==> src/rtl/clk_div_pkg.sv <==
// Shared constants and helpers for the clk_div_bank strobe generator.
package clk_div_pkg;

  localparam int unsigned DEFAULT_DIV = 20;
  localparam int unsigned MIN_DIV     = 2;

  // Number of high cycles in a period of d cycles.
  function automatic int unsigned ceil_half(input int unsigned d);
    return (d >> 1) + (d & 32'd1);
  endfunction

endpackage

==> src/rtl/clk_div_bank_if.sv <==
// Control/status bundle of clk_div_bank; master drives the controls, slave is the bank.
interface clk_div_bank_if #(
  parameter int unsigned N_CH  = 4,
  parameter int unsigned CNT_W = 16
);

  logic [N_CH-1:0]       EN;
  logic [N_CH*CNT_W-1:0] DIV;
  logic [N_CH-1:0]       LOAD;
  logic                  SYNC;
  logic [N_CH-1:0]       CLK_OUT;
  logic [N_CH-1:0]       TICK;
  logic [N_CH-1:0]       LOAD_PEND;

  modport master (
    output EN, DIV, LOAD, SYNC,
    input  CLK_OUT, TICK, LOAD_PEND
  );

  modport slave (
    input  EN, DIV, LOAD, SYNC,
    output CLK_OUT, TICK, LOAD_PEND
  );

endinterface

==> src/rtl/clk_div_chan.sv <==
// One divider channel: counter, shadow divisor and registered CLK_OUT/TICK.
// Phase alignment on sync_i exists only when CLK_DIV_SYNC_EN is defined.
module clk_div_chan import clk_div_pkg::*; #(
  parameter int unsigned CntW       = 16,
  parameter int unsigned DefaultDiv = 20
) (
  input  logic            clk_i,
  input  logic            rst_ni,
  input  logic            en_i,
  input  logic [CntW-1:0] div_i,
  input  logic            load_i,
  input  logic            sync_i,
  output logic            clk_out_o,
  output logic            tick_o,
  output logic            load_pend_o
);

  localparam logic [CntW-1:0] DefDiv = CntW'(DefaultDiv);

  logic [CntW-1:0] cnt_q, cnt_d, act_div_q, act_div_d, pend_div_q, pend_div_d;
  logic [CntW-1:0] nxt_cnt, half;
  logic            run_q, run_d, pend_q, pend_d, clk_out_q, clk_out_d, tick_q, tick_d;
  logic            legal, apply, sync_hit;

`ifdef CLK_DIV_SYNC_EN
  assign sync_hit = sync_i;
`else
  logic unused_sync;
  assign unused_sync = sync_i;
  assign sync_hit    = 1'b0;
`endif

  assign legal   = act_div_q >= CntW'(MIN_DIV);
  assign half    = CntW'(ceil_half(32'(act_div_q)));
  assign nxt_cnt = (cnt_q == act_div_q - 1'b1) ? '0 : cnt_q + 1'b1;

  always_comb begin
    cnt_d      = cnt_q;
    run_d      = run_q;
    act_div_d  = act_div_q;
    pend_div_d = pend_div_q;
    pend_d     = pend_q;
    clk_out_d  = 1'b0;
    tick_d     = 1'b0;
    apply      = 1'b0;
    if (!run_q) begin
      cnt_d = '0;
      apply = pend_q;
      if (en_i && legal) begin
        run_d     = 1'b1;
        clk_out_d = 1'b1;
        tick_d    = 1'b1;
      end
    end else if (!en_i || !legal) begin
      run_d = 1'b0;
      cnt_d = '0;
    end else if (sync_hit) begin
      cnt_d     = '0;
      clk_out_d = 1'b1;
      tick_d    = 1'b1;
      apply     = pend_q;
    end else begin
      cnt_d     = nxt_cnt;
      clk_out_d = nxt_cnt < half;
      tick_d    = nxt_cnt == '0;
      apply     = pend_q && (nxt_cnt == '0);
    end
    if (apply) begin
      act_div_d = pend_div_q;
      pend_d    = 1'b0;
    end
    // A capture on the apply edge stays pending until the next boundary.
    if (load_i) begin
      pend_div_d = div_i;
      pend_d     = 1'b1;
    end
  end

  always_ff @(posedge clk_i or negedge rst_ni) begin
    if (!rst_ni) begin
      cnt_q      <= '0;
      run_q      <= 1'b0;
      act_div_q  <= DefDiv;
      pend_div_q <= DefDiv;
      pend_q     <= 1'b0;
      clk_out_q  <= 1'b0;
      tick_q     <= 1'b0;
    end else begin
      cnt_q      <= cnt_d;
      run_q      <= run_d;
      act_div_q  <= act_div_d;
      pend_div_q <= pend_div_d;
      pend_q     <= pend_d;
      clk_out_q  <= clk_out_d;
      tick_q     <= tick_d;
    end
  end

  assign clk_out_o   = clk_out_q;
  assign tick_o      = tick_q;
  assign load_pend_o = pend_q;

endmodule

==> src/rtl/clk_div_bank.sv <==
// N_CH-channel programmable clock-enable/strobe generator.
// Define CLK_DIV_SYNC_EN to make SYNC restart all running channels in phase.
module clk_div_bank #(
  parameter int unsigned N_CH        = 4,
  parameter int unsigned CNT_W       = 16,
  parameter int unsigned DEFAULT_DIV = clk_div_pkg::DEFAULT_DIV
) (
  input logic           CLK,
  input logic           RST_N,
  clk_div_bank_if.slave bus
);

  logic [N_CH-1:0] clk_out, tick, load_pend;

  for (genvar i = 0; i < N_CH; i++) begin : g_chan
    clk_div_chan #(
      .CntW      (CNT_W),
      .DefaultDiv(DEFAULT_DIV)
    ) u_chan (
      .clk_i      (CLK),
      .rst_ni     (RST_N),
      .en_i       (bus.EN[i]),
      .div_i      (bus.DIV[i*CNT_W +: CNT_W]),
      .load_i     (bus.LOAD[i]),
      .sync_i     (bus.SYNC),
      .clk_out_o  (clk_out[i]),
      .tick_o     (tick[i]),
      .load_pend_o(load_pend[i])
    );
  end

  assign bus.CLK_OUT   = clk_out;
  assign bus.TICK      = tick;
  assign bus.LOAD_PEND = load_pend;

endmodule

==> src/flat_wrapper.sv <==
// flat-port wrapper written by rule: the top's interface ports become plain ports
module clk_div_bank_flat 
#(
  parameter int unsigned N_CH        = 4,
  parameter int unsigned CNT_W       = 16,
  parameter int unsigned DEFAULT_DIV = clk_div_pkg::DEFAULT_DIV
)
  (CLK, RST_N, bus_EN, bus_DIV, bus_LOAD, bus_SYNC, bus_CLK_OUT, bus_TICK, bus_LOAD_PEND);
  clk_div_bank_if #(.N_CH(N_CH), .CNT_W(CNT_W)) bus_i ();
  input logic CLK;
  input logic RST_N;
  input wire logic [$bits(bus_i.EN)-1:0] bus_EN;
  input wire logic [$bits(bus_i.DIV)-1:0] bus_DIV;
  input wire logic [$bits(bus_i.LOAD)-1:0] bus_LOAD;
  input wire logic [$bits(bus_i.SYNC)-1:0] bus_SYNC;
  output wire logic [$bits(bus_i.CLK_OUT)-1:0] bus_CLK_OUT;
  output wire logic [$bits(bus_i.TICK)-1:0] bus_TICK;
  output wire logic [$bits(bus_i.LOAD_PEND)-1:0] bus_LOAD_PEND;
  assign bus_i.EN = bus_EN;
  assign bus_i.DIV = bus_DIV;
  assign bus_i.LOAD = bus_LOAD;
  assign bus_i.SYNC = bus_SYNC;
  assign bus_CLK_OUT = bus_i.CLK_OUT;
  assign bus_TICK = bus_i.TICK;
  assign bus_LOAD_PEND = bus_i.LOAD_PEND;
  clk_div_bank #(.N_CH(N_CH), .CNT_W(CNT_W), .DEFAULT_DIV(DEFAULT_DIV)) u_core (.CLK(CLK), .RST_N(RST_N), .bus(bus_i));
endmodule
==> config.mk <==
export PLATFORM = sky130hd
export DESIGN_NAME = clk_div_bank_flat
export DESIGN_NICKNAME = d
export VERILOG_FILES = /design/src/rtl/clk_div_pkg.sv /design/src/rtl/clk_div_bank_if.sv /design/src/rtl/clk_div_chan.sv /design/src/rtl/clk_div_bank.sv /design/src/flat_wrapper.sv
export SDC_FILE = /design/constraint.sdc
export NUM_CORES = 1
export LEC_CHECK = 0
export ABC_AREA = 0
export CORE_MARGIN = 2
export CORE_UTILIZATION = 41
export CTS_BUF_LIST = sky130_fd_sc_hd__clkbuf_4 sky130_fd_sc_hd__clkbuf_8 sky130_fd_sc_hd__clkbuf_16
export CTS_CLUSTER_DIAMETER = 100
export CTS_CLUSTER_SIZE = 40
export DETAILED_ROUTE_END_ITERATION = 10
export HOLD_SLACK_MARGIN = 0.12
export SKIP_CTS_REPAIR_TIMING = 1
export SYNTH_ARGS = -nofsm -noshare
export SYNTH_HDL_FRONTEND = slang
export SYNTH_SLANG_ARGS = --single-unit
==> constraint.sdc <==
create_clock -name CLK -period 9.9 [get_ports CLK]
set_clock_uncertainty 0.2 [all_clocks]
set_input_delay 1.98 -clock CLK [delete_from_list [all_inputs] [get_ports CLK]]
set_output_delay 1.98 -clock CLK [all_outputs]
set_load 0.02 [all_outputs]
### After elaboration in Yosys (flattened, before gate mapping)

Cells that the tools add are included.

* output and inout port bits: 12
* bits in registers: 208
* latch bits: 0
* input port bits: 75
* logic and storage cells: 136
* memories kept: 0
* bits in writable memories: 0
* ROM bits: 0

* divide/modulo/power cells: 0
* multipliers: 0
* equality and inequality tests: 4
* reductions and logical operators: 28
* add/sub/neg operators: 12
* multiplexer cells: 56
* $lt $le $gt $ge: 8
* shifts and indexed selects: 0
* bitwise logic cells: 0

Operators with widths (number)
* 2-to-1 mux 16 bit: 12
* adder 15 x 1 -> 16 bit: 4
* adder 16 x 1 -> 16 bit (second input constant): 4
* equality test 16 bit: 4
* greater-or-equal comparator 16 x 2 -> 1 bit (second input constant): 4
* zero test 16 bit: 4
* < comparator 16 bit: 4
* subtractor 16 x 1 -> 16 bit (second input constant): 4
* 2-to-1 mux 1 bit: 44
* logical AND 1 bit: 8
* zero test 1 bit: 8
* nonzero test 2 bit: 4
* logical OR 1 bit: 4

### Logic depth before layout (Yosys ltp)

* word-level depth: 9
* gate-level depth with buffers: 20
* depth with buffers taken out: 18

### Cells and area by module

From an unflattened synthesis, not the netlist that was laid out.

* cell total of the unflattened synthesis: 1538
* area total of the unflattened synthesis: 14627.8 µm²

Modules (own cells, without submodules)
* clk_div_chan (u_core.g_chan[0].u_chan ...): area an instance 3614.7 µm², instances 3, cells an instance 378
* clk_div_chan (u_core.g_chan[1].u_chan): area an instance 3783.6 µm², instances 1, cells an instance 404

### Least setup slack after synthesis

No wires, ideal clock.

* path kind: register to register
* start point: register u_core.g_chan[1].u_chan.act_div_q[0]
* end point: register u_core.g_chan[1].u_chan.clk_out_q
* arrival time: 4.109 ns
* period minus slack after synthesis: 4.437 ns
* setup time: 0.128 ns
* data required time: 9.572 ns
* setup slack: 5.463 ns
* stages on the path, launching flop included: 17
* cell sequence: dfrtp_1 > inv_1 > ha_1 > nor3b_1 > nand2_1 > or3_1 > xnor2_1 > o211ai_1 > nor4_2 > clkbuf_1 > nor2_1 > ha_1 > and4_1 > o21ai_0 > or3b_2 > o221ai_1 > a21oi_1

* cells in the longest elaborated chain, start to end: 6

RTL lines
* start: declaration: RTL line clk_div_chan.sv:20 `logic [CntW-1:0] cnt_q, cnt_d, act_div_q, act_div_d, pend_div_q, pend_div_d;`
* start signal: assignment: RTL line clk_div_chan.sv:83 `act_div_q <= DefDiv;`
* start signal: assignment: RTL line clk_div_chan.sv:91 `act_div_q <= act_div_d;`
* subtractor 16 x 1 -> 16 bit: RTL line clk_div_chan.sv:35 `assign nxt_cnt = (cnt_q == act_div_q - 1'b1) ? '0 : cnt_q + 1'b1;`
* equality test 16 bit: RTL line clk_div_chan.sv:35
* 2-to-1 mux 16 bit: RTL line clk_div_chan.sv:35
* < comparator 16 bit: RTL line clk_div_chan.sv:64 `clk_out_d = nxt_cnt < half;`
* 2-to-1 mux 1 bit: RTL line clk_div_chan.sv:54 `end else if (!en_i || !legal) begin`
* 2-to-1 mux 1 bit (*): RTL line clk_div_chan.sv:46 `if (!run_q) begin`
* named net u_core.g_chan[1].u_chan.clk_out_d: RTL line clk_div_chan.sv:22 `logic run_q, run_d, pend_q, pend_d, clk_out_q, clk_out_d, tick_q, tick_d;`
* end signal: assignment: RTL line clk_div_chan.sv:94 `clk_out_q <= clk_out_d;`
* end: declaration: RTL line clk_div_chan.sv:22

Mark *: on every way through the listed nets, which the timed path passes. The rest lies on a longest branch.
A chain may end at the register's enable or synchronous reset.

### Worst setup path in the final report

* start point: register u_core.g_chan[3].u_chan.act_div_q[0]
* end point: register u_core.g_chan[3].u_chan.clk_out_q

* cells in the longest elaborated chain, start to end: 6

RTL lines (RTL line)
* start: declaration: clk_div_chan.sv:20
* start signal: assignment: clk_div_chan.sv:83
* start signal: assignment: clk_div_chan.sv:91
* subtractor 16 x 1 -> 16 bit: clk_div_chan.sv:35
* equality test 16 bit: clk_div_chan.sv:35
* 2-to-1 mux 16 bit: clk_div_chan.sv:35
* < comparator 16 bit: clk_div_chan.sv:64
* 2-to-1 mux 1 bit: clk_div_chan.sv:54
* 2-to-1 mux 1 bit (*): clk_div_chan.sv:46
* named net u_core.g_chan[3].u_chan.clk_out_d: clk_div_chan.sv:22
* end signal: assignment: clk_div_chan.sv:94
* end: declaration: clk_div_chan.sv:22

Marked as above.

==> impl_metrics.tcl <==
set metrics [dict create \
    intPower_mw 1.53 \
    start_kind "flop" \
    grt_pass1_wl_mm 54.5 \
    ys_ff_latch 208 \
    fmax_mhz 195 \
    grt-ovfl-total 0 \
    antenna_found_initial 0 \
    port-buffer-count 85 \
    slew_violations 0 \
    synth_top_cell_by_area "dfrtp_1" \
    power.density_nw_per_um2 147 \
    rsz0062_at_grt "false" \
    tns_ns 0 \
    syn-num-nets 1675 \
    hold_viol 0 \
    grt_max_degree 96 \
    synthArstFlopShare_pct 100 \
    netSwitchingPower_mw 0.784 \
    cts_tree "yes" \
    tightest_slew_ns 1.05 \
    clk_pin_slew_worst_paths_ns 0.10 \
    nets 1660 \
    firstDrtPassIters 6 \
    final_cell_mix "192 x dfrtp_1, 186 x nor2_1, 101 x xnor2_1, 101 x mux2_2, 86 x xor2_1" \
    cts.sinks 208 \
    slew_headroom_pct 28.9 \
    power.total_mw 2.32 \
    layout-drive-gt1-share_pct 11.6 \
    synth_seq_area_share_pct 36.4 \
    crit_required_ns 10.12 \
    cts-root-buf "clkbuf_16" \
    dp_hpwl_mm 24.4 \
    place.gp.congestion 0.888 \
    period_share_pct 51.9 \
    worstHoldPathType "flop to flop" \
    avgSynthCellArea_um2 9.45 \
    dieArea_um2 36600 \
    dr.first_iter.drc_count 704 \
    coreArea_um2 34500 \
    track_usage_pct 18.1 \
    syn_area_um2 14400 \
    crit_arrival_ns 5.35 \
    routedWlPerCell_um 16.7 \
    crit_type "flop to flop" \
    pwr-share-clk_pct 26.1 \
    holdWs_ns 0.277 \
    area_delta_synth_final_pct 9.43 \
    final_common_cell "dfrtp_1" \
    io_pins 87 \
    layout_setup_ws_ns 4.77 \
    power.share.combinational_pct 25.2 \
    synth-edff-count 0 \
    synth.distinct_cells 88 \
    period_needed_ns 5.13 \
    outcome "complete, no violations" \
    post_drt_via_cell_ratio 5.57 \
    cts_buffers 13 \
    p_leak_nw 6.44 \
    ys.flop_type "dfrtp_1" \
    clk_latency_ns 0.50 \
    critPathCaptureType "flop" \
    routed_wl_mm 32.8 \
    die_w_um 191 \
    p_seq_share_pct 48.7 \
    cts.path.max_buffers 3 \
    dp_slack_ns 4.80 \
    antennaDiodeCount 0 \
    critPathMaxFanout 18 \
    die_h_um 191 \
    netSwitchingFraction_pct 33.8 \
    stdcell_area_um2 15700 \
    htree_levels 1 \
    syn_inst 1520 \
    synth_top_area_share_pct 33.4 \
    grt_pass1_vias 10600 \
    ys_top_cells_by_area "dfrtp_1 33%, mux2_2 7.9%, ha_1 7.0%" \
    vias 11000 \
    drc 0 \
    yosys_warnings 0 \
    maxCapViolCount 0 \
    num_rows 68 \
    dpl-instance-area_um2 15300 \
    ant_nets 0 \
    ir_drop_mv 0.161 \
    setup_viol 0 \
    start_util_pct 41.6 \
]
-- through the flow --
step	instances	util (%)
finish	1967	45.5
global route	1967	45.5
CTS	1967	45.5
detailed placement	1945	44.3
global placement	1945	44.3
floorplan	1520	-
-- synth_stat cells, drive strengths merged (6+ instances only) --
| master | instances |
|---|---|
| nand3b | 7 |
| nand2 | 75 |
| nor3 | 35 |
| buf | 34 |
| mux2 | 129 |
| a21oi | 26 |
| inv | 37 |
| nand2b | 11 |
| dfrtp | 192 |
| a21o | 20 |
| xnor2 | 101 |
| dfstp | 16 |
| o21a | 9 |
| nand4b | 7 |
| or4 | 14 |
| nor2 | 187 |
| and3 | 27 |
| o211ai | 6 |
| o31ai | 8 |
| nand3 | 75 |
| o21ai | 36 |
| nand4 | 45 |
| ha | 80 |
| and4 | 17 |
| and2 | 6 |
| nor3b | 8 |
| a31oi | 8 |
| nor4 | 28 |
| xor2 | 86 |
| nor2b | 14 |
| a211oi | 9 |
| or3 | 7 |
| clkbuf | 85 |
-- layer usage --
| layer | global-route usage (%) | wire length, µm |
|---|---|---|
| met1 | 25.5 | 15700 |
| met2 | 30.0 | 15300 |
| met3 | 1.82 | 1040 |
| met4 | 4.29 | 688 |
| met5 | 0 | 0 |
-- flip-flops by register name, indices dropped and copies added, names as in the netlist --
register,cells
u_core.g_chan.u_chan.pend_div_q,64
u_core.g_chan.u_chan.run_q,4
u_core.g_chan.u_chan.act_div_q,64
u_core.g_chan.u_chan.load_pend_o,4
u_core.g_chan.u_chan.tick_o,4
u_core.g_chan.u_chan.cnt_q,64
u_core.g_chan.u_chan.clk_out_o,4
-- critical path, stage by stage (launching register included) --
cell       delay, ns
dfrtp_1         0.46
inv_1           0.11
ha_1            0.18
nor3b_1         0.56
nand3_1         0.30
or4_1           0.60
a2111oi_4       0.84
nor2_1          0.13
ha_1            0.33
a21o_1          0.17
a21o_1          0.17
a21o_1          0.18
a41oi_1         0.24
nor4_1          0.10
a2111oi_0       0.27
o21ai_0         0.12
o21ai_1         0.10
-- kinds of logic after synthesis --
group                    count (synthesis)  share of synthesized area, %
AO/OA/AOI/OAI                          175                          8.78
XOR/XNOR                               188                          11.6
adder cells (fa/ha/maj)                 80                          6.97
buffers and inverters                  156                          4.67
flip-flops                             208                          36.4
multiplexers                           132                          10.6
AND/OR/NAND/NOR                        581                          21.1
-- final timing paths --
kind | start | end | slack [ns] | cells after the start
max | u_core.g_chan[3].u_chan.act_div_q[0] | u_core.g_chan[3].u_chan.clk_out_o | 4.77 | 16
min | u_core.g_chan[1].u_chan.pend_div_q[0] | u_core.g_chan[1].u_chan.act_div_q[0] | 0.28 | 1
max reg2reg | u_core.g_chan[3].u_chan.act_div_q[0] | u_core.g_chan[3].u_chan.clk_out_o | 4.77 | 16
min reg2reg | u_core.g_chan[1].u_chan.pend_div_q[0] | u_core.g_chan[1].u_chan.act_div_q[0] | 0.28 | 1
max in group asynchronous | RST_N | u_core.g_chan[3].u_chan.act_div_q[9] | 6.96 | 2
min in group asynchronous | RST_N | u_core.g_chan[0].u_chan.pend_div_q[12] | 1.22 | 1
-- power groups by stage --
| stage | combinational [mW] | clock (mW) | sequential, mW |
|---|---|---|---|
| floorplan | 0.545 | 0 | 1.02 |
| global placement | 0.570 | 0 | 1.14 |
| detailed placement | 0.584 | 0 | 1.15 |
| CTS | 0.588 | 0.626 | 1.13 |
| global route | 0.653 | 0.653 | 1.15 |
| finish | 0.583 | 0.605 | 1.13 |
-- cell type report --
| type | count | area, µm² |
|---|---|---|
| well taps | 455 | 569 |
| clock inverters | 9 | 106 |
| multi-input cells | 1156 | 8480 |
| flip-flops and latches | 208 | 5230 |
| inverters | 37 | 139 |
| repair buffers | 89 | 886 |
| clock buffers | 13 | 325 |
| fillers | 3346 | 18800 |
(Power assumes the default switching activity.)
